$ cat src/rtl/cursor_pkg.sv
// Shared definitions for cursor overlays and the background generator:
// coordinate width, blink states, default colours and a saturating step.
package cursor_pkg;

  localparam int COORD_W = 11;
  localparam logic [COORD_W-1:0] COORD_MAX = '1;

  typedef enum logic [1:0] {
    NORMAL   = 2'd0,
    EDGE_ON  = 2'd1,
    EDGE_OFF = 2'd2
  } blink_state_t;

  localparam logic [23:0] DEFAULT_CURSOR_COLOR = 24'hFF0000;
  localparam logic [23:0] DEFAULT_EDGE_COLOR   = 24'hFFFF00;

  function automatic logic [COORD_W-1:0] sat_inc(input logic [COORD_W-1:0] v);
    return (v == COORD_MAX) ? v : v + 1'b1;
  endfunction

endpackage

$ cat src/rtl/pixel_pos_counter.sv
// Tracks the raster position of the current pixel from vs/de alone.
// Also exposes the frame tick so overlays can latch per-frame state.
module pixel_pos_counter
  import cursor_pkg::*;
(
  input  logic               pixel_clk,
  input  logic               rst,
  input  logic               i_vs,
  input  logic               i_de,
  output logic               o_vs_rise,
  output logic [COORD_W-1:0] o_x_cnt,
  output logic [COORD_W-1:0] o_y_cnt
);

  logic               r_vs_d;
  logic               r_de_d;
  logic [COORD_W-1:0] r_x_cnt;
  logic [COORD_W-1:0] r_y_cnt;
  logic               w_de_fall;

  // r_vs_d comes out of reset high so a vs held high through reset is not a tick
  assign o_vs_rise = i_vs & ~r_vs_d;
  assign w_de_fall = ~i_de & r_de_d;
  assign o_x_cnt   = r_x_cnt;
  assign o_y_cnt   = r_y_cnt;

  always_ff @(posedge pixel_clk) begin
    if (rst) begin
      r_vs_d  <= 1'b1;
      r_de_d  <= 1'b0;
      r_x_cnt <= '0;
      r_y_cnt <= '0;
    end else begin
      r_vs_d <= i_vs;
      r_de_d <= i_de;
      if (o_vs_rise) begin
        r_x_cnt <= '0;
        r_y_cnt <= '0;
      end else if (i_de) begin
        r_x_cnt <= sat_inc(r_x_cnt);
      end else if (w_de_fall) begin
        r_x_cnt <= '0;
        r_y_cnt <= sat_inc(r_y_cnt);
      end
    end
  end

endmodule

$ cat src/rtl/cursor_overlay.sv
// Overlays a hollow square cursor on the video stream, latched once per frame,
// blinking in a warning colour while the cursor rests on a movement bound.
module cursor_overlay
  import cursor_pkg::*;
#(
  parameter logic [10:0] H_ACTIVE     = 11'd640,
  parameter logic [10:0] START_X      = 11'd320,
  parameter logic [10:0] START_Y      = 11'd240,
  parameter logic [10:0] RADIUS       = 11'd8,
  parameter logic [10:0] THICK        = 11'd2,
  parameter logic [10:0] MIN_X        = 11'd30,
  parameter logic [10:0] MAX_X        = 11'd610,
  parameter logic [10:0] MIN_Y        = 11'd30,
  parameter logic [10:0] MAX_Y        = 11'd450,
  parameter logic [7:0]  BLINK_FRAMES = 8'd30,
  parameter logic [23:0] CURSOR_COLOR = DEFAULT_CURSOR_COLOR,
  parameter logic [23:0] EDGE_COLOR   = DEFAULT_EDGE_COLOR
) (
  input  logic        pixel_clk,
  input  logic        rst,
  input  logic        vs,
  input  logic        hs,
  input  logic        de,
  input  logic [23:0] rgb_in,
  input  logic [10:0] cx,
  input  logic [10:0] cy,
  output logic        vs_out,
  output logic        hs_out,
  output logic        de_out,
  output logic [23:0] rgb_out
);

  if (THICK == 11'd0 || {1'b0, THICK} > {1'b0, RADIUS} + 12'd1 ||
      BLINK_FRAMES == 8'd0 || H_ACTIVE == 11'd0) begin : g_bad_config
    $error("cursor_overlay: illegal parameter combination");
  end

  localparam logic [11:0]        RAD12 = {1'b0, RADIUS};
  localparam logic signed [12:0] INNER = $signed({2'b00, RADIUS}) - $signed({2'b00, THICK});

  logic               w_vs_rise;
  logic [COORD_W-1:0] w_x_cnt;
  logic [COORD_W-1:0] w_y_cnt;

  logic [10:0]  r_cx_l;
  logic [10:0]  r_cy_l;
  blink_state_t r_state;
  logic [7:0]   r_fcnt;
  blink_state_t w_state_nxt;
  logic [7:0]   w_fcnt_nxt;
  logic         w_at_edge;

  logic signed [11:0] w_dx;
  logic signed [11:0] w_dy;
  logic [11:0]        w_adx;
  logic [11:0]        w_ady;
  logic               w_hit;
  logic [23:0]        w_rgb_nxt;

  logic        r_vs_out;
  logic        r_hs_out;
  logic        r_de_out;
  logic [23:0] r_rgb_out;

  pixel_pos_counter u_pos (
    .pixel_clk (pixel_clk),
    .rst       (rst),
    .i_vs      (vs),
    .i_de      (de),
    .o_vs_rise (w_vs_rise),
    .o_x_cnt   (w_x_cnt),
    .o_y_cnt   (w_y_cnt)
  );

  // Judged on the live cx/cy because the FSM only moves in the tick that latches them
  assign w_at_edge = (cx == MIN_X) || (cx == MAX_X) || (cy == MIN_Y) || (cy == MAX_Y);

  always_comb begin
    w_state_nxt = r_state;
    w_fcnt_nxt  = r_fcnt;
    if (w_vs_rise) begin
      unique case (r_state)
        NORMAL: begin
          if (w_at_edge) begin
            w_state_nxt = EDGE_ON;
            w_fcnt_nxt  = 8'd1;
          end
        end
        EDGE_ON, EDGE_OFF: begin
          if (!w_at_edge) begin
            w_state_nxt = NORMAL;
            w_fcnt_nxt  = 8'd0;
          end else if (r_fcnt == BLINK_FRAMES) begin
            w_state_nxt = (r_state == EDGE_ON) ? EDGE_OFF : EDGE_ON;
            w_fcnt_nxt  = 8'd1;
          end else begin
            w_fcnt_nxt = r_fcnt + 8'd1;
          end
        end
        default: begin
          w_state_nxt = NORMAL;
          w_fcnt_nxt  = 8'd0;
        end
      endcase
    end
  end

  // One extra bit keeps offsets signed so a square near x=0 never wraps to x~2047
  assign w_dx  = $signed({1'b0, w_x_cnt}) - $signed({1'b0, r_cx_l});
  assign w_dy  = $signed({1'b0, w_y_cnt}) - $signed({1'b0, r_cy_l});
  assign w_adx = w_dx[11] ? $unsigned(-w_dx) : $unsigned(w_dx);
  assign w_ady = w_dy[11] ? $unsigned(-w_dy) : $unsigned(w_dy);
  assign w_hit = (w_adx <= RAD12) && (w_ady <= RAD12) &&
                 (($signed({1'b0, w_adx}) > INNER) || ($signed({1'b0, w_ady}) > INNER));

  always_comb begin
    w_rgb_nxt = rgb_in;
    if (!de) begin
      w_rgb_nxt = 24'h000000;
    end else if (w_hit && r_state == NORMAL) begin
      w_rgb_nxt = CURSOR_COLOR;
    end else if (w_hit && r_state == EDGE_ON) begin
      w_rgb_nxt = EDGE_COLOR;
    end
  end

  always_ff @(posedge pixel_clk) begin
    if (rst) begin
      r_vs_out  <= 1'b0;
      r_hs_out  <= 1'b0;
      r_de_out  <= 1'b0;
      r_rgb_out <= 24'h000000;
      r_cx_l    <= START_X;
      r_cy_l    <= START_Y;
      r_state   <= NORMAL;
      r_fcnt    <= 8'd0;
    end else begin
      r_vs_out  <= vs;
      r_hs_out  <= hs;
      r_de_out  <= de;
      r_rgb_out <= w_rgb_nxt;
      r_state   <= w_state_nxt;
      r_fcnt    <= w_fcnt_nxt;
      if (w_vs_rise) begin
        r_cx_l <= cx;
        r_cy_l <= cy;
      end
    end
  end

  assign vs_out  = r_vs_out;
  assign hs_out  = r_hs_out;
  assign de_out  = r_de_out;
  assign rgb_out = r_rgb_out;

endmodule

$ cat config.mk
export PLATFORM = sky130hd
export DESIGN_NAME = cursor_overlay
export DESIGN_NICKNAME = d
export VERILOG_FILES = /design/src/rtl/cursor_pkg.sv /design/src/rtl/pixel_pos_counter.sv /design/src/rtl/cursor_overlay.sv
export SDC_FILE = /design/constraint.sdc
export NUM_CORES = 1
export LEC_CHECK = 0
export CAP_MARGIN = 20
export CELL_PAD_IN_SITES_DETAIL_PLACEMENT = 0
export CELL_PAD_IN_SITES_GLOBAL_PLACEMENT = 2
export CORE_AREA = 3 3 131 133
export CTS_BUF_LIST = sky130_fd_sc_hd__clkbuf_8 sky130_fd_sc_hd__clkbuf_16
export DETAILED_ROUTE_END_ITERATION = 10
export DIE_AREA = 0 0 134 136
export GPL_TIMING_DRIVEN = 0
export PLACE_DENSITY_LB_ADDON = 0.1
export SYNTH_ARGS = -nofsm -noshare
export SYNTH_HDL_FRONTEND = slang
export SYNTH_SLANG_ARGS = --single-unit
export TNS_END_PERCENT = 30
$ cat constraint.sdc
create_clock -name pixel_clk -period 4.3 [get_ports pixel_clk]
set_input_delay 0.86 -clock pixel_clk [delete_from_list [all_inputs] [get_ports pixel_clk]]
set_output_delay 0.86 -clock pixel_clk [all_outputs]
set_load 0.005 [all_outputs]
# Word level (Yosys, flattened, before mapping)

Index checks and enable logic that the tools add are counted.

Bits in registers: 82
Input port bits: 51
Output and inout bits: 27
Word-level logic and storage cells: 76

$add $sub $neg: 7
Order comparisons: 4
Equal/unequal tests: 12
Mux-type cells: 16
Bitwise gates (word level): 5
Reductions and logical operators: 19

Operator list:

| operator                                                       | number |
|---|---|
| 2-to-1 mux 24 bit                                              | 2 |
| 2-to-1 mux 11 bit                                              | 3 |
| greater-than comparator 12 x 3 -> 1 bit, second input constant | 2 |
| <= comparator 12 x 4 -> 1 bit, second input constant           | 2 |
| 2-to-1 mux 12 bit                                              | 2 |
| 2-to-1 mux 8 bit                                               | 3 |
| negation 12 bit                                                | 2 |
| subtractor 11 x 11 -> 12 bit                                   | 2 |
| adder 11 x 1 -> 11 bit, second input constant                  | 2 |
| == test 11 bit, second input constant                          | 2 |
| == test 11 x 5 -> 1 bit, second input constant                 | 2 |
| one-hot mux 8 bit (2 select lines)                             | 1 |
| == test 11 x 10 -> 1 bit, second input constant                | 1 |
| == test 11 x 9 -> 1 bit, second input constant                 | 1 |
| adder 8 x 1 -> 8 bit, second input constant                    | 1 |
| == test 8 x 5 -> 1 bit, second input constant                  | 1 |
| 2-to-1 mux 2 bit                                               | 4 |
| AND reduction 3 bit                                            | 2 |
| OR reduction 2 bit                                             | 3 |
| logical AND 1 bit                                              | 4 |
| logical OR 1 bit                                               | 4 |
| != test 2 bit, second input constant                           | 2 |
| one-hot mux 2 bit (2 select lines)                             | 1 |
| AND reduction 2 bit                                            | 2 |
| 9 further kinds                                                | 12 |

# Longest topological paths before layout

Depth after elaboration: 9
Mapped depth: 15
Mapped depth without buffers: 13

# By module

A second synthesis with hierarchy kept.

Cells, all modules: 651
Area, all modules: 5291.3 um^2

By module, submodules not included:

| module            | times used | cells each | area each (um^2) | seq. area each (um^2) |
|---|---|---|---|---|
| cursor_overlay    | 1          | 521        | 4144.0           | 1181.1 |
| pixel_pos_counter | 1          | 130        | 1147.4           | 480.5 |

# Worst setup path after synthesis

No wires, ideal clock.

Path kind: register -> register
From: register u_pos.r_y_cnt[0], in the netlist u_pos.o_y_cnt[0]
To: register r_rgb_out[5], in the netlist rgb_out[5]
Setup time: 0.115 ns
Arrival time: 3.505 ns
Required time: 4.185 ns
Path slack: 0.680 ns
Stages on the path, launching flop included: 14
Buffers on the path: 1
Period minus slack after synthesis: 3.620 ns
Cell sequence: dfxtp_1 > inv_1 > ha_1 > fa_1 > xor2_1 > nand3_1 > or3_1 > or2_1 > o2bb2a_4 > o32ai_1 > or4_4 > a211oi_4 > buf_6 > and3b_1

Word-level cells in the longest chain between the ends: 8
Elaborated cells between the ends (all ways): 11
Classes of those cells: add/sub (2); order compare (2); mux (1); reduce/logical (6)

Ends and longest elaborated chain:

| item                                                                                            | RTL line                                     | RTL |
|---|---|---|
| from (decl)                                                                                     | pixel_pos_counter.sv:18                      | `logic [COORD_W-1:0] r_y_cnt;` |
| from (signal assigned)                                                                          | pixel_pos_counter.sv:43                      | `r_y_cnt <= sat_inc(r_y_cnt);` |
| subtractor 11 x 11 -> 12 bit (*)                                                                | cursor_overlay.sv:110                        | `assign w_dy = $signed({1'b0, w_y_cnt}) - $signed({1'b0, r_cy_l});` |
| negation 12 bit                                                                                 | cursor_overlay.sv:112                        | `assign w_ady = w_dy[11] ? $unsigned(-w_dy) : $unsigned(w_dy);` |
| 2-to-1 mux 12 bit (*)                                                                           | cursor_overlay.sv:112                        |  |
| <= comparator 12 x 4 -> 1 bit / greater-than comparator 12 x 3 -> 1 bit (equally long branches) | cursor_overlay.sv:113, cursor_overlay.sv:114 |  |
| logical AND 1 bit / logical OR 1 bit (equally long branches)                                    | cursor_overlay.sv:113, cursor_overlay.sv:114 |  |
| logical AND 1 bit (*)                                                                           | cursor_overlay.sv:113                        | `assign w_hit = (w_adx <= RAD12) && (w_ady <= RAD12) &&` |
| logical AND 1 bit, on equally long branches                                                     | cursor_overlay.sv:120, cursor_overlay.sv:122 |  |
| OR reduction 4 bit (no source line) (*)                                                         | --                                           |  |
| to (signal assigned)                                                                            | cursor_overlay.sv:141                        | `r_rgb_out <= w_rgb_nxt;` |
| to (decl)                                                                                       | cursor_overlay.sv:63                         | `logic [23:0] r_rgb_out;` |

Mark *: on every way between the ends. The rest lies on a longest branch, timed or not.
A chain may end at the register's enable or synchronous reset.

# Worst setup path in the final report

Ends and elaborated chain as after synthesis.

==> impl_metrics.env <==
export IMPL_run_status="completed"
export IMPL_crit_chain="inv_1 > ha_1 > fa_1 > nand2b_1 > a211oi_2 > o21ai_0 > and2_1 > o32ai_1 > o21ai_0 > or4_4 > a211oi_4 > buf_6 > and3b_1"
export IMPL_io_buffers=76
export IMPL_antenna_found_initial=0
export IMPL_grt_pass1_vias=4656
export IMPL_slew_viol_final=0
export IMPL_postSynthCellCount=635
export IMPL_seq_power_share=0.390
export IMPL_drt_iter0_markers=182
export IMPL_finalSetupViolCount=0
export IMPL_drt_drc_violations_left=0
export IMPL_critPathMaxStageDelay_ns=0.63
export IMPL_finalNonFillerCells=944
export IMPL_cap_violations=0
export IMPL_pwr_density_cell_nw_per_um2=309
export IMPL_postLayoutCoreUtil=0.411
export IMPL_ys_types=71
export IMPL_core_um2=15900
export IMPL_cp_arrival_ns=4.20
export IMPL_top_layer_used="met4"
export IMPL_crit_type="flip-flop to flip-flop"
export IMPL_worstMarginPinSlew_ns=0.690
export IMPL_start_kind="flip-flop"
export IMPL_ys_seq_elements=82
export IMPL_synthToLayoutAreaGrowth_pct=27.5
export IMPL_placed_cells=927
export IMPL_yosysSeqAreaShare=0.319
export IMPL_cp_num_buf_inv=2
export IMPL_comb_power_share=0.175
export IMPL_yosys_warnings=0
export IMPL_final_common_cell="dfxtp_1"
export IMPL_relSlewSlack=0.539
export IMPL_num_antenna_cells=0
export IMPL_fin_skew_ns=0.00820
export IMPL_mappedNetlistArea_um2=5140
export IMPL_hp_class="flip-flop to flip-flop"
export IMPL_num_io_pins=78
export IMPL_drt_pass1_iterations=4
export IMPL_fmax_mhz=252
export IMPL_gr_total_overflow=0
export IMPL_drtAntennaViolNets=0
export IMPL_cts_max_path_buffers=2
export IMPL_p_leak_nw=2.51
export IMPL_grt_max_degree=15
export IMPL_synth_main_ff_cell="dfxtp_1"
export IMPL_path_max_fanout=10
export IMPL_fin_hold_ws_ns=0.454
export IMPL_final_cell_mix="82 x dfxtp_1, 76 x clkdlybuf4s50_1, 72 x nand2_1, 63 x nor2_1, 44 x a21oi_1"
export IMPL_cts_tree="yes"
export IMPL_die_w_um=134
export IMPL_dp_hpwl_um=11600
export IMPL_dpl_cell_area_um2=6170
export IMPL_syn_num_nets=719
export IMPL_htreeDepth=3
export IMPL_die_area_um2=18200
export IMPL_drive_gt1_frac=0.0632
export IMPL_wl_met2_um=6780
export IMPL_num_rows=46
export IMPL_drt_met1_wl_um=6750
export IMPL_period_needed_ns=3.97
export IMPL_switching_power_uw=509
export IMPL_fill_cells=1654
export IMPL_multiInputGateArea_um2=3300
export IMPL_rsz0062_at_grt="no"
export IMPL_finalCritPeriodShare=0.923
export IMPL_cp_top_family="compound AO/OA/AOI/OAI gates"
export IMPL_ir_worst_vdd_mv=0.236
export IMPL_routabilityCongestion=0.773
export IMPL_routed_wl_um=14500
export IMPL_insertion_delay_ns=0.34
export IMPL_endpoint_kind="flip-flop"
export IMPL_grtUsageTotal=0.162
export IMPL_avgViaCountPerCell=5.02
export IMPL_seq_area_um2=1640
export IMPL_clk_pin_slew_ns=0.07
export IMPL_wl_met3_um=808
export IMPL_die_h_um=136
export IMPL_internal_power_mw=1.52
export IMPL_nNetsFinal=807
export IMPL_postCtsHoldBufs=0
export IMPL_crit_top_cell="o21ai_0"
export IMPL_initial_core_util=0.323
export IMPL_numCtsBuffers=9
export IMPL_setup_tns_ns=0
export IMPL_p_clk_frac=0.435
export IMPL_final_area_um2=6560
export IMPL_required_ns=4.53
export IMPL_async_flop_share=0
export IMPL_hold_viol=0
export IMPL_via_count=4738
export IMPL_grt_pass1_wl_um=23600
export IMPL_cts_sinks=82
export IMPL_synth_edf_count=0
export IMPL_syn_avg_cell_area_um2=8.10
export IMPL_slowest_stage="or4_4"
export IMPL_clk_root_buffer_cell="clkbuf_16"
export IMPL_p_sw_frac=0.252
export IMPL_post_drt_wl_per_cell_um=15.4
[what timing repair did]
| action | 4_1_cts | 5_1_grt |
|---|---|---|
| buffers inserted | 0 | 1 |
| resized for setup | 0 | 6 |
| endpoints found under the setup margin | 0 | 24 |
[stage by stage]
stage	power [mW]	setup slack, ns
CTS	2.05	0.0407
global placement	1.15	0.0992
detailed placement	1.16	0.0834
finish	2.02	0.331
global route	2.12	0.0460
floorplan	1.02	0.680
[cell families after synthesis]
logic type | share of synthesized area
simple gates | 0.254
mux | 0.0180
fa+ha+maj | 0.0832
xor+xnor | 0.0608
buf+inv | 0.0450
flops | 0.319
compound gates | 0.219
[power groups by stage]
stage / registers, mW / clock network (mW) / logic [mW]
global route: 0.792 / 0.936 / 0.395
CTS: 0.790 / 0.910 / 0.353
detailed placement: 0.807 / 0 / 0.350
finish: 0.790 / 0.881 / 0.353
floorplan: 0.806 / 0 / 0.215
global placement: 0.806 / 0 / 0.347
[path summary, 6_finish.rpt]
check                        start          to  slack, ns  cells past startpoint
setup reg to reg  u_pos.o_y_cnt[0]  rgb_out[5]       0.33                     13
setup / recovery  u_pos.o_y_cnt[0]  rgb_out[5]       0.33                     13
hold reg to reg          r_cy_l[9]   r_cy_l[9]       0.45                      2
hold / removal           r_cy_l[9]   r_cy_l[9]       0.45                      2
[registers in the layout, indices dropped and copies added, names as in the netlist, 2 cells and up]
| name | cells |
|---|---|
| r_state | 2 |
| r_cy_l | 11 |
| rgb_out | 24 |
| r_fcnt | 8 |
| r_cx_l | 11 |
| u_pos.o_x_cnt | 11 |
| u_pos.o_y_cnt | 11 |
[per-layer routing]
metal	vias to the layer above	global-route usage
li1	2448	-
met1	2210	0.203
met2	71	0.271
met3	9	0.0511
met4	0	0.0394
met5	-	0
[Yosys cell counts, drive strengths merged (6+ instances only)]
cell type   n  share of area
inv        36          0.026
nor2       63          0.046
xnor2      12          0.020
nand4      10          0.012
nor2b       9          0.011
and3b       8          0.014
a211oi      6          0.011
a211o       9          0.015
buf         6         0.0071
nor3       17          0.018
a31oi       8         0.0097
and3       11          0.013
nand2      72          0.053
nand3      20          0.019
xor2       22          0.040
nand2b      8         0.0097
clkbuf     16          0.012
o21ai      27          0.026
dfxtp      82           0.32
mux2i       7          0.014
o21a       20          0.029
a21oi      47          0.048
ha         31          0.075
[tightest hold or removal path, cell delays in order (launching register included)]
cell     delay [ns]
dfxtp_1        0.31
nand2_1        0.05
a21oi_1        0.05
[area by class of cell]
cell class                 count  area share
buffer                        22      0.0147
sequential                    82       0.250
clock inverter                 7      0.0181
multi-input combinational    495       0.504
inverter                      36      0.0206
tap                          216      0.0412
timing repair buffer          77       0.117
clock buffer                   9      0.0343
Note: power is estimated with default switching activity, not from simulation.
